## src/rtl/mem_arbiter_if.sv

```systemverilog
// mem_arbiter_if: requester ports and memory-side bus shared by the arbiter
interface mem_arbiter_if #(parameter int DW = 16, parameter int AW = 16);
  logic          req0, we0, gnt0, rvalid0;
  logic          req1, we1, gnt1, rvalid1;
  logic [AW-1:0] adr0, adr1, mem_adr;
  logic [DW-1:0] wd0, rd0, wd1, rd1, mem_wd, mem_rd;
  logic          mem_we;
  modport master (
    output req0, we0, adr0, wd0, req1, we1, adr1, wd1, mem_rd,
    input  gnt0, rd0, rvalid0, gnt1, rd1, rvalid1, mem_we, mem_adr, mem_wd
  );
  modport slave (
    input  req0, we0, adr0, wd0, req1, we1, adr1, wd1, mem_rd,
    output gnt0, rd0, rvalid0, gnt1, rd1, rvalid1, mem_we, mem_adr, mem_wd
  );
endinterface

```

## src/rtl/mem_arbiter.sv

```systemverilog
// mem_arbiter: round-robin, burst-bounded sharing of one sync-read memory between CPU and loader ports
module mem_arbiter #(
  parameter int DW        = 16,
  parameter int AW        = 16,
  parameter int MAX_BURST = 4
) (
  input  logic        clk,
  input  logic        reset,
  mem_arbiter_if.slave bus
);
  localparam int CW = $clog2(MAX_BURST + 1);
  localparam logic [CW-1:0] LAST_BEAT = CW'(MAX_BURST - 1);
  typedef enum logic [1:0] {IDLE, OWN0, OWN1} state_t;
  state_t        state, state_nx;
  logic [CW-1:0] cnt, cnt_nx;
  logic          last, last_nx, rv0, rv1, g0, g1;
  // reset masks grants and read-valids in the very cycle it is asserted
  assign g0 = state == OWN0 && bus.req0 && !reset;
  assign g1 = state == OWN1 && bus.req1 && !reset;
  assign bus.gnt0    = g0;
  assign bus.gnt1    = g1;
  assign bus.mem_we  = g0 ? bus.we0 : g1 ? bus.we1 : 1'b0;
  assign bus.mem_adr = g0 ? bus.adr0 : g1 ? bus.adr1 : {AW{1'b0}};
  assign bus.mem_wd  = g0 ? bus.wd0 : g1 ? bus.wd1 : {DW{1'b0}};
  assign bus.rvalid0 = rv0 && !reset;
  assign bus.rvalid1 = rv1 && !reset;
  assign bus.rd0     = bus.rvalid0 ? bus.mem_rd : {DW{1'b0}};
  assign bus.rd1     = bus.rvalid1 ? bus.mem_rd : {DW{1'b0}};
  // state, burst counter, last owner and read-return registers
  always_ff @(posedge clk) begin
    if (reset) begin
      state <= IDLE;
      cnt   <= '0;
      last  <= 1'b1;
      rv0   <= 1'b0;
      rv1   <= 1'b0;
    end else begin
      state <= state_nx;
      cnt   <= cnt_nx;
      last  <= last_nx;
      rv0   <= g0 && !bus.we0;
      rv1   <= g1 && !bus.we1;
    end
  end
  // ownership transitions: idle arbitration, owner release and burst expiry
  always_comb begin
    state_nx = state;
    cnt_nx   = cnt;
    last_nx  = last;
    case (state)
      IDLE: if (bus.req0 || bus.req1) begin
        state_nx = (bus.req0 && (!bus.req1 || last)) ? OWN0 : OWN1;
        cnt_nx   = '0;
      end
      OWN0: if (!bus.req0) begin
        state_nx = bus.req1 ? OWN1 : IDLE;
        last_nx  = 1'b0;
        cnt_nx   = '0;
      end else if (cnt == LAST_BEAT) begin
        cnt_nx   = '0;
        state_nx = bus.req1 ? OWN1 : OWN0;
        last_nx  = bus.req1 ? 1'b0 : last;
      end else begin
        cnt_nx = cnt + CW'(1);
      end
      OWN1: if (!bus.req1) begin
        state_nx = bus.req0 ? OWN0 : IDLE;
        last_nx  = 1'b1;
        cnt_nx   = '0;
      end else if (cnt == LAST_BEAT) begin
        cnt_nx   = '0;
        state_nx = bus.req0 ? OWN0 : OWN1;
        last_nx  = bus.req0 ? 1'b1 : last;
      end else begin
        cnt_nx = cnt + CW'(1);
      end
      default: state_nx = IDLE;
    endcase
  end
endmodule

```

## src/flat_wrapper.sv

```systemverilog
// flat-port wrapper written by rule: the top's interface ports become plain ports
module mem_arbiter_flat 
#(
  parameter int DW        = 16,
  parameter int AW        = 16,
  parameter int MAX_BURST = 4
)
  (clk, reset, bus_req0, bus_we0, bus_adr0, bus_wd0, bus_req1, bus_we1, bus_adr1, bus_wd1, bus_mem_rd, bus_gnt0, bus_rd0, bus_rvalid0, bus_gnt1, bus_rd1, bus_rvalid1, bus_mem_we, bus_mem_adr, bus_mem_wd);
  mem_arbiter_if #(.DW(DW), .AW(AW)) bus_i ();
  input  logic clk;
  input  logic reset;
  input wire logic [$bits(bus_i.req0)-1:0] bus_req0;
  input wire logic [$bits(bus_i.we0)-1:0] bus_we0;
  input wire logic [$bits(bus_i.adr0)-1:0] bus_adr0;
  input wire logic [$bits(bus_i.wd0)-1:0] bus_wd0;
  input wire logic [$bits(bus_i.req1)-1:0] bus_req1;
  input wire logic [$bits(bus_i.we1)-1:0] bus_we1;
  input wire logic [$bits(bus_i.adr1)-1:0] bus_adr1;
  input wire logic [$bits(bus_i.wd1)-1:0] bus_wd1;
  input wire logic [$bits(bus_i.mem_rd)-1:0] bus_mem_rd;
  output wire logic [$bits(bus_i.gnt0)-1:0] bus_gnt0;
  output wire logic [$bits(bus_i.rd0)-1:0] bus_rd0;
  output wire logic [$bits(bus_i.rvalid0)-1:0] bus_rvalid0;
  output wire logic [$bits(bus_i.gnt1)-1:0] bus_gnt1;
  output wire logic [$bits(bus_i.rd1)-1:0] bus_rd1;
  output wire logic [$bits(bus_i.rvalid1)-1:0] bus_rvalid1;
  output wire logic [$bits(bus_i.mem_we)-1:0] bus_mem_we;
  output wire logic [$bits(bus_i.mem_adr)-1:0] bus_mem_adr;
  output wire logic [$bits(bus_i.mem_wd)-1:0] bus_mem_wd;
  assign bus_i.req0 = bus_req0;
  assign bus_i.we0 = bus_we0;
  assign bus_i.adr0 = bus_adr0;
  assign bus_i.wd0 = bus_wd0;
  assign bus_i.req1 = bus_req1;
  assign bus_i.we1 = bus_we1;
  assign bus_i.adr1 = bus_adr1;
  assign bus_i.wd1 = bus_wd1;
  assign bus_i.mem_rd = bus_mem_rd;
  assign bus_gnt0 = bus_i.gnt0;
  assign bus_rd0 = bus_i.rd0;
  assign bus_rvalid0 = bus_i.rvalid0;
  assign bus_gnt1 = bus_i.gnt1;
  assign bus_rd1 = bus_i.rd1;
  assign bus_rvalid1 = bus_i.rvalid1;
  assign bus_mem_we = bus_i.mem_we;
  assign bus_mem_adr = bus_i.mem_adr;
  assign bus_mem_wd = bus_i.mem_wd;
  mem_arbiter #(.DW(DW), .AW(AW), .MAX_BURST(MAX_BURST)) u_core (.clk(clk), .reset(reset), .bus(bus_i));
endmodule
```

## config.mk

```make
export PLATFORM = sky130hd
export DESIGN_NAME = mem_arbiter_flat
export DESIGN_NICKNAME = d
export VERILOG_FILES = /design/src/rtl/mem_arbiter_if.sv /design/src/rtl/mem_arbiter.sv /design/src/flat_wrapper.sv
export SDC_FILE = /design/constraint.sdc
export NUM_CORES = 1
export LEC_CHECK = 0
export CAP_MARGIN = 0
export CORE_MARGIN = 3
export CORE_UTILIZATION = 24
export CTS_BUF_LIST = sky130_fd_sc_hd__clkbuf_8
export DETAILED_ROUTE_END_ITERATION = 7
export PLACE_DENSITY = 0.83
export SYNTH_ARGS = -nofsm -noshare
export SYNTH_HDL_FRONTEND = slang
export SYNTH_SLANG_ARGS = --single-unit
export TNS_END_PERCENT = 5
```

## constraint.sdc

```tcl
create_clock -name clk -period 2.45 [get_ports clk]
set_clock_uncertainty 0.1 [all_clocks]
set_input_delay 0.735 -clock clk [delete_from_list [all_inputs] [get_ports clk]]
set_output_delay 0.735 -clock clk [all_outputs]
set_load 0.02 [all_outputs]
```

Yosys cells after proc, flatten, opt, wreduce, memory -nomap -nowiden
Cells that the tools add are included.
{"block": "word_totals", "regBits": 8, "out_inout_bits": 69, "wordCells": 66, "inputBits": 86}
{"block": "classes", "add_sub_neg": 1, "reduce_logical": 21, "n_eq_ne": 8, "muxes": 31}
{"op": "$mux 16", "count": 6}
{"op": "$mux 2", "count": 9}
{"op": "$mux 3", "count": 4}
{"op": "$ne 3x3->1 const B", "count": 4}
{"op": "$logic_and 1x1->1", "count": 9}
{"op": "$mux 1", "count": 9}
{"op": "$pmux 3 s3", "count": 1}
{"op": "$pmux 2 s3", "count": 1}
{"op": "$reduce_and 5->1", "count": 1}
{"op": "$logic_not 1->1", "count": 4}
{"op": "$add 3x1->3 const B", "count": 1}
{"op": "$eq 3x2->1 const B", "count": 1}
{"op": "$reduce_and 3->1", "count": 1}
{"op": "$reduce_bool 3->1", "count": 1}
{"op": "$eq 2x1->1 const B", "count": 1}
{"op": "$eq 2x2->1 const B", "count": 1}
{"op": "$logic_not 2->1", "count": 1}
{"op": "$logic_or 1x1->1", "count": 2}
{"op": "$ne 2x1->1 const B", "count": 1}
{"op": "$pmux 1 s2", "count": 1}
{"op": "$reduce_and 2->1", "count": 1}
{"op": "$reduce_bool 2->1", "count": 1}

Depth between registers and ports, before layout
Gate-level depths: netlist (run 1).
{"block": "depth", "word_depth": 6, "ltp_mapped": 7, "ltp_nobuf": 6}

Worst setup path after synthesis (run 1)
Ideal clock, no wire load.
{"block": "synth_timing", "path_type": "input to output", "startpoint": "input port reset", "endpoint": "output port bus_rd0[10]", "slack_ps": -9, "path_stages": 3, "arrival_ps": 1624, "path_buffers": 1, "cell_sequence": "nor2b_1 -> clkbuf_1 -> and2_1"}
{"block": "synth_between", "elab_chain_len": 3}
{"element": "from (decl)", "line_no": "flat_wrapper.sv:11", "rtl": "input logic reset;"}
{"element": "$logic_not 1->1", "line_no": "mem_arbiter.sv:25", "rtl": "assign bus.rvalid0 = rv0 && !reset;"}
{"element": "$logic_and 1x1->1", "line_no": "mem_arbiter.sv:25"}
{"element": "net bus_rvalid0", "line_no": "flat_wrapper.sv:23", "rtl": "output wire logic [$bits(bus_i.rvalid0)-1:0] bus_rvalid0;"}
{"element": "$mux 16", "line_no": "mem_arbiter.sv:27", "rtl": "assign bus.rd0 = bus.rvalid0 ? bus.mem_rd : {DW{1'b0}};"}
{"element": "to (decl)", "line_no": "flat_wrapper.sv:22", "rtl": "output wire logic [$bits(bus_i.rd0)-1:0] bus_rd0;"}
The timed path passes the listed nets, and every way through them passes these cells.

Final worst setup path (run 1)
{"block": "layout_timing", "startpoint": "input port bus_req0", "endpoint": "output port bus_mem_adr[8]"}
{"block": "layout_between", "elab_chain_len": 3}
{"element": "from (decl)", "line_no": "flat_wrapper.sv:12", "rtl": "input wire logic [$bits(bus_i.req0)-1:0] bus_req0;"}
{"element": "$logic_and 1x1->1 (2 in series)", "line_no": "mem_arbiter.sv:18", "rtl": "assign g0 = state == OWN0 && bus.req0 && !reset;"}
{"element": "$mux 16", "line_no": "mem_arbiter.sv:23", "rtl": "assign bus.mem_adr = g0 ? bus.adr0 : g1 ? bus.adr1 : {AW{1'b0}};"}
{"element": "to (decl)", "line_no": "flat_wrapper.sv:28", "rtl": "output wire logic [$bits(bus_i.mem_adr)-1:0] bus_mem_adr;"}
Every way passes these cells.

==> run summary, run 1 <==
Slew @ Worst Pin -> 420 ps
crit-path max FO -> 8
clock latency on the worst-skew pair -> 240 ps
Static Leak -> 1.37 nW
initial drt markers -> 52
total grt overflow -> 0
TritonCTS clock tree -> built
top cells by area, synth -> a22o_1 27%, and2_1 19%, dfxtp_1 15%
TritonRoute pass-1 iters -> 4
routed vias -> 1,789
max-slew violations -> 0
Core Rows -> 23
highest ir drop seen on vdd -> 193 uV
Reg-to-Reg Start -> u_core.state[0]
most common cell after layout, fill and taps aside -> clkdlybuf4s50_1
Final Power -> 1.12 mW
P&R area growth vs syn -> 176%
hold_buf cts -> 0
Vias per Instance -> 4.98
number of CTS-inserted buffers -> 3
status -> finished, violations left
setup slack at placement -> -976 ps
Total GRT Usage -> 24.1%
flops & latches, synth -> 8
M1 GR Usage -> 24.3%
WHS -> 374 ps
chip height -> 72.4 microns
failing checks -> negative setup slack
GRT Max-Usage Layer -> met2
crit path launch type -> input port
sequential area share after synthesis -> 15.1%
Die Area -> 0.00524 sq mm
Setup crit end -> bus_mem_adr[8]
root buf cell -> clkbuf_8
mux cell area share after synthesis -> 0%
final hold vios -> 0
Yosys top cell by area -> a22o_1
Post-route DRC -> 0
Synth Area in Compound Gates -> 36.8%
min Tclk post-route -> 2530 ps
Post-Synth Simple-Gate Area -> 36.3%
Fmax achieved -> 0.395 GHz
largest family of logic cells by synthesized area -> compound AO/OA/AOI/OAI gates
Worst Setup End Kind -> output pin
# IOs -> 155
min-delay worst type -> flip-flop to flip-flop
syn_nets -> 225
initial antenna violation count -> 0
slew margin rel. -> 72.0%
clk slew on worst S/H paths -> 50 ps
adder-cell share of the synthesized area -> 5.92%
Final Core Density -> 71.0%
fin crit share -> 103%
met3 global-route usage -> 7.06%
FF-to-FF setup slack -> 680 ps
XOR/XNOR Fraction of Synth Area -> 0%
worst reg2reg path depth -> 5
Die Wd -> 72.4 microns
met2 Track Usage GR -> 44.7%
maximum number of pins on one net before global-route repair -> 35
synthesized cell area -> 0.00106 sq mm
Crit path required time -> 1620 ps
post-route ant nets -> 0
critical setup path kind -> input port to output pin
I/O Buffers -> 154
first-pass GRT wire length -> 9.74 mm
Worst Path Arrival -> 1700 ps
Final Setup Violations -> 33
GPL Wtd Cong -> 0.766
Core ar. -> 0.00412 sq mm
post-synthesis async set-or-reset flop share -> 0%
# clock sinks -> 8
Synth Flop Type -> dfxtp_1
EDFF count, synth -> 0
fin worst setup slack -> -84.7 ps
routed wire length -> 6.64 mm
Synth top area share -> 27.3%
effective utilization at floorplan -> 25.7%
number of global-route vias before repair -> 1,943
pwr dens -> 384 mW/mm^2
# diodes -> 0
Final HPWL DP -> 4.64 mm
H-tree levels -> 1
most frequent cells in the layout -> 82 x clkdlybuf4s50_1, 34 x buf_6, 32 x a22o_1, 32 x and2_1, 30 x buf_2
WL/cell -> 18.5 microns
RSZ-0062 raised after global routing -> yes
number of synthesis warnings -> 0
Mean Syn Cell Area -> 7.89 sq um
worst r2r dst -> u_core.last
CTS max path bufs -> 2
number of max-cap violations -> 0
Post-Syn Instances -> 134
nets@finish -> 402
crit path from -> bus_req0
ratio of cells with drive above 1 in the final layout -> 38.2%
Cell variety after synth -> 31
power by group:
part	internal, mW	switching [mW]
Combinational	0.439	0.326
Sequential	0.156	0.0235
Clock	0.108	0.0688
Total	0.702	0.418
stage by stage:
stage | TNS [ps] | std cells | cell area [sq um]
floorplan | -85.0 | 134 | 1060
global placement | -59970 | 347 | 2780
detailed placement | -62470 | 347 | 2780
CTS | -3230 | 359 | 2870
global route | -3220 | 359 | 2920
finish | -1980 | 359 | 2920
cell type report:
type	count	area [sq um]
timing repair buffer	181	1750
fill	336	1190
multi-input combinational	112	885
sequential	8	165
tap	50	62.6
clock buffer	3	41.3
inverter	5	21.3
worst max-delay path, cell delays in order:
cell	delay [ps]
buf_8	100
nand2_4	70
nor2_4	40
nor3_4	130
buf_8	190
buf_16	140
a22o_1	160
buf_6	120
sequential cells by signal, indices dropped and copies added (netlist names):
signal	count
u_core.last	1
u_core.rv0	1
u_core.state	2
u_core.rv1	1
u_core.cnt	3
layer usage:
| layer | wire [microns] | up-vias |
|---|---|---|
| met5 | 0 | - |
| met1 | 2350 | 822 |
| met3 | 647 | 15 |
| met4 | 163 | 0 |
| met2 | 3480 | 103 |
| li1 | - | 849 |
how the worst min path moves through the flow:
stage,from,to,slack (ps),cells after the start
final,u_core.cnt[2],u_core.cnt[2],370,1
after global routing,u_core.cnt[2],u_core.cnt[2],400,1
after CTS,u_core.cnt[2],u_core.cnt[2],370,1
after detailed placement,u_core.cnt[2],u_core.cnt[2],370,1
after global placement,u_core.cnt[1],u_core.cnt[1],350,2
after floorplan,u_core.cnt[1],u_core.cnt[1],340,2
cell usage after synthesis, drive strengths merged (2+ instances only):
cell     n
nand2    6
inv      5
nand4    2
nor3b    2
clkbuf   2
and2    32
a21oi    7
nor2     4
nor3     4
nor2b    2
a31oi    2
ha       5
a22o    33
buf      7
dfxtp    8
o21ai    2
what timing repair did:
action | CTS | global route
gates resized for setup | 370 | 17
cloned | 7 | 0
pin swaps | 6 | 9
endpoints found under the setup margin | 69 | 68
buffers inserted | 2 | 0
cell families (layout without fill, tap and decap cells):
group / count (synthesis) / in the layout
simple gates: 59 / 59
compound gates: 48 / 48
buf+inv: 14 / 189
flops: 8 / 8
fa+ha+maj: 5 / 5
Note: power is estimated with default switching activity, not from simulation.
==> run 2: changes to the inputs <==
SKIP_CTS_REPAIR_TIMING = 1   (was unset)
==> run 2 against run 1 <==
The flow still finishes with violations (negative setup slack). Wire length shrank 5.9%. Hold slack lost 3.4 ps. Non-clock buffer count shrank 3. Cell count shrank 0.84%. Sequential power shrank 3%. Clock-buffer cell count is the same. Largest cell class unchanged. Fmax shrank 1.4%. Via count shrank 1.4%. Register-to-register slack lost 20 ps.
==> run summary, run 2 (synthesis gave the netlist of run 1 again) <==
CTS max path bufs -> 2
crit-path max FO -> 8
clk slew on worst S/H paths -> 40 ps
min Tclk post-route -> 2570 ps
chip height -> 72.4 microns
GPL Wtd Cong -> 0.766
# clock sinks -> 8
Final Setup Violations -> 33
status -> finished, violations left
pwr dens -> 368 mW/mm^2
number of max-cap violations -> 0
setup slack at placement -> -976 ps
first-pass GRT wire length -> 8.31 mm
fin crit share -> 105%
Static Leak -> 1.38 nW
routed vias -> 1,764
failing checks -> negative setup slack
nets@finish -> 399
RSZ-0062 raised after global routing -> yes
routed wire length -> 6.25 mm
CP Cell Sequence -> buf_6 -> nand2_4 -> nor2_4 -> nor3_4 -> buf_6 -> clkbuf_16 -> a22o_1 -> buf_6
clock latency on the worst-skew pair -> 240 ps
slew margin rel. -> 71.1%
most common cell after layout, fill and taps aside -> clkdlybuf4s50_1
Final HPWL DP -> 4.64 mm
Biggest register -> u_core.cnt
Die Wd -> 72.4 microns
CP bufs+invs -> 4
Slowest cell on crit path -> nor3_4
critical setup path kind -> input port to output pin
TritonRoute pass-1 iters -> 4
min-delay worst type -> flip-flop to flip-flop
post-route ant nets -> 0
most frequent cells in the layout -> 82 x clkdlybuf4s50_1, 46 x buf_6, 38 x buf_4
TritonCTS clock tree -> built
worst r2r dst -> u_core.state[0]
crit path from -> bus_req0
P&R area growth vs syn -> 176%
# IOs -> 155
WL/cell -> 17.5 microns
Die Area -> 0.00524 sq mm
Core ar. -> 0.00412 sq mm
Slew @ Worst Pin -> 432 ps
H-tree levels -> 1
# diodes -> 0
Worst Path Arrival -> 1740 ps
Core Rows -> 23
Fmax achieved -> 0.389 GHz
I/O Buffers -> 154
biggest regs -> u_core.cnt (3), u_core.state (2)
Post-route DRC -> 0
highest ir drop seen on vdd -> 189 uV
initial drt markers -> 60
Crit path top cell by count -> buf_6
Worst Setup End Kind -> output pin
final hold vios -> 0
root buf cell -> clkbuf_8
Crit path required time -> 1620 ps
max reg flops -> 3
WHS -> 371 ps
Crit path depth -> 8
Top delay family on crit path -> buffers and inverters
total grt overflow -> 0
initial antenna violation count -> 0
Final Core Density -> 71.0%
max-slew violations -> 0
Reg-to-Reg Start -> u_core.state[0]
Worst path max stage delay -> 200 ps
Vias per Instance -> 4.96
effective utilization at floorplan -> 25.7%
FF-to-FF setup slack -> 660 ps
worst reg2reg path depth -> 7
Total GRT Usage -> 19.9%
Setup crit end -> bus_mem_adr[5]
ratio of cells with drive above 1 in the final layout -> 35.6%
fin worst setup slack -> -122 ps
crit path launch type -> input port
maximum number of pins on one net before global-route repair -> 35
number of global-route vias before repair -> 1,729
number of CTS-inserted buffers -> 3
==> run 2: worst reg2reg max path: stages, from the launching register on <==
cell     delay [ps]
dfxtp_2         360
inv_1            60
ha_1            240
nand2_4          90
buf_4           140
a21oi_4          50
or4_1           530
a21oi_1         160
==> run 2: stage by stage <==
step	total power [mW]	instance area, sq um	instances	TNS [ps]
6_report	1.08	2920	356	-2960
3_3_place_gp	0.833	2780	347	-59970
4_1_cts	1.02	2820	350	-62560
3_5_place_dp	0.845	2780	347	-62470
2_1_floorplan	0.482	1060	134	-85.0
5_1_grt	1.14	2920	356	-4970
==> run 2: power by group <==
part | leakage, nW | internal, mW | switching (mW)
Sequential | 0.0658 | 0.154 | 0.0187
Combinational | 1.30 | 0.418 | 0.317
Clock | 0.0216 | 0.107 | 0.0614
==> run 2: layout make-up <==
| cell class | count | area, sq um |
|---|---|---|
| inverters | 5 | 18.8 |
| well taps | 50 | 62.6 |
| fillers | 333 | 1190 |
| clock buffers | 3 | 41.3 |
| flip-flops and latches | 8 | 163 |
| multi-input cells | 112 | 853 |
| repair buffers | 178 | 1780 |
==> run 2: layer usage <==
metal / wire length [microns] / GRT usage (%) / vias to the layer above / share of wire [%]
met5: 0 / 0 / - / 0
met4: 115 / 6.76 / 0 / 1.8
met3: 656 / 6.23 / 11 / 11
met2: 3360 / 37.0 / 108 / 54
met1: 2110 / 21.0 / 803 / 34
li1: - / - / 842 / -
==> run 2: how the worst min path moves through the flow <==
stage	endpoint	from	depth (start not counted)
6_report	u_core.cnt[2]	u_core.cnt[2]	1
5_1_grt	u_core.cnt[2]	u_core.cnt[2]	1
4_1_cts	u_core.cnt[2]	u_core.cnt[2]	1
3_5_place_dp	u_core.cnt[2]	u_core.cnt[2]	1
3_3_place_gp	u_core.cnt[1]	u_core.cnt[1]	2
2_1_floorplan	u_core.cnt[1]	u_core.cnt[1]	2
==> run 3: changes to the inputs <==
REMOVE_ABC_BUFFERS = 1   (was unset)
==> run 3 against run 2 <==
Fmax grew 1.0%. Clock-buffer cell count is the same. Utilization shrank 0.49 points. Die area is the same. Critical path depth shrank 1. Total power shrank 1.1%. Hold slack lost 10 ps. Sequential cell count is the same. The run still ends with negative setup slack left.
==> run summary, run 3 (synthesis gave the netlist of run 1 again) <==
status -> finished, violations left
failing checks -> negative setup slack
filler instances -> 364
area of the multi-input gates -> 858 sq um
Final Core Density -> 70.5%
I/O Buffers -> 154
effective utilization at floorplan -> 25.7%
crit path launch type -> input port
most frequent cells in the layout -> 82 x clkdlybuf4s50_1, 51 x buf_4, 36 x buf_6
Clk network pwr share -> 15.5%
biggest regs -> u_core.cnt (3), u_core.state (2)
Worst Path Arrival -> 1710 ps
clock latency on the worst-skew pair -> 230 ps
initial drt markers -> 46
crit-path max FO -> 8
fin worst setup slack -> -95.6 ps
Post-route DRC -> 0
first-pass GRT wire length -> 8.26 mm
worst r2r dst -> u_core.state[0]
H-tree levels -> 1
Final HPWL DP -> 4.81 mm
hold endpoint -> u_core.cnt[1]
min Tclk post-route -> 2550 ps
Crit path required time -> 1620 ps
critical setup path kind -> input port to output pin
nets@finish -> 400
TritonCTS clock tree -> built
FF-to-FF setup slack -> 680 ps
Hold Crit Depth -> 2
WL/cell -> 16.7 microns
Reg-to-Reg Start -> u_core.state[0]
Biggest register -> u_core.cnt
Total GRT Usage -> 20.1%
fin crit share -> 104%
highest ir drop seen on vdd -> 198 uV
most common cell after layout, fill and taps aside -> clkdlybuf4s50_1
Core Rows -> 23
number of CTS-inserted buffers -> 3
Final Setup Violations -> 37
Vias per Instance -> 4.84
CTS max path bufs -> 2
chip height -> 72.4 microns
Core ar. -> 0.00412 sq mm
GPL Wtd Cong -> 0.888
final hold vios -> 0
TritonRoute pass-1 iters -> 4
Sw Share -> 36.2%
maximum number of pins on one net before global-route repair -> 35
slew margin rel. -> 78.2%
Die Wd -> 72.4 microns
Slew @ Worst Pin -> 326 ps
RSZ-0062 raised after global routing -> yes
Reg power frac -> 16.1%
root buf cell -> clkbuf_8
Register Area -> 163 sq um
post-route ant nets -> 0
initial antenna violation count -> 0
routed wire length -> 5.96 mm
pwr dens -> 367 mW/mm^2
Comb power frac -> 68.4%
routed vias -> 1,727
max-slew violations -> 0
# diodes -> 0
Static Leak -> 1.38 nW
max reg flops -> 3
Pint -> 0.679 mW
number of global-route vias before repair -> 1,666
clk slew on worst S/H paths -> 50 ps
worst hold path startpoint -> u_core.cnt[1]
min-delay worst type -> flip-flop to flip-flop
Worst Setup End Kind -> output pin
ratio of cells with drive above 1 in the final layout -> 35.8%
Fmax achieved -> 0.393 GHz
P_sw -> 0.385 mW
number of max-cap violations -> 0
# IOs -> 155
# clock sinks -> 8
worst reg2reg path depth -> 7
Final Power -> 1.06 mW
total grt overflow -> 0
P&R area growth vs syn -> 175%
Die Area -> 0.00524 sq mm
## run 3: cell types whose count changed in the layout (fill, tap and decap cells not counted), sizes merged
cell    before  now
buf         88   90
clkbuf       7    6
## run 3: how the worst max path moves through the flow
| stage | from | endpoint |
|---|---|---|
| 4_1_cts | reset | bus_mem_adr[14] |
| 3_5_place_dp | reset | bus_mem_adr[14] |
| 2_1_floorplan | bus_req0 | bus_mem_adr[0] |
| 3_3_place_gp | reset | bus_mem_wd[2] |
| 5_1_grt | u_core.state[1] | bus_mem_wd[8] |
| 6_report | reset | bus_mem_wd[8] |
## run 3: critical path, stage by stage
cell	delay, ps
buf_2	160
nor2_4	60
nor3_4	200
buf_6	150
buf_6	120
a22o_1	150
buf_6	130
## run 3: power groups by stage
stage,clock (mW),sequential (mW),combinational (mW)
floorplan,0,0.166,0.307
global placement,0,0.168,0.672
detailed placement,0,0.169,0.682
CTS,0.168,0.166,0.686
global route,0.181,0.176,0.786
finish,0.165,0.172,0.728
## run 3: layer usage
metal  GRT usage, %  wire length, microns  vias to the layer above
met5              0                     0                        -
met3           5.96                   574                       18
li1               -                     -                      843
met1           21.4                  2100                      755
met4           8.40                   162                        0
met2           36.7                  3130                      111
## run 3: layout make-up
class | count | share of cell area [%]
Sequential cell | 8 | 5.60
Clock buffer | 3 | 1.42
Inverter | 5 | 0.647
Timing Repair Buffer | 179 | 60.6
Multi-Input combinational cell | 112 | 29.6
Tap cell | 50 | 2.16
## run 3: through the flow
| stage | setup slack (ps) | hold slack (ps) | setup TNS (ps) | cell area, sq um | cells |
|---|---|---|---|---|---|
| 5_1_grt | -154 | 379 | -5340 | 2900 | 357 |
| 2_1_floorplan | -356 | 334 | -14480 | 1010 | 125 |
| 3_5_place_dp | -1020 | 355 | -64690 | 2780 | 347 |
| 4_1_cts | -1020 | 362 | -64830 | 2820 | 350 |
| 3_3_place_gp | -971 | 346 | -63020 | 2780 | 347 |
| 6_report | -95.6 | 360 | -2330 | 2900 | 357 |
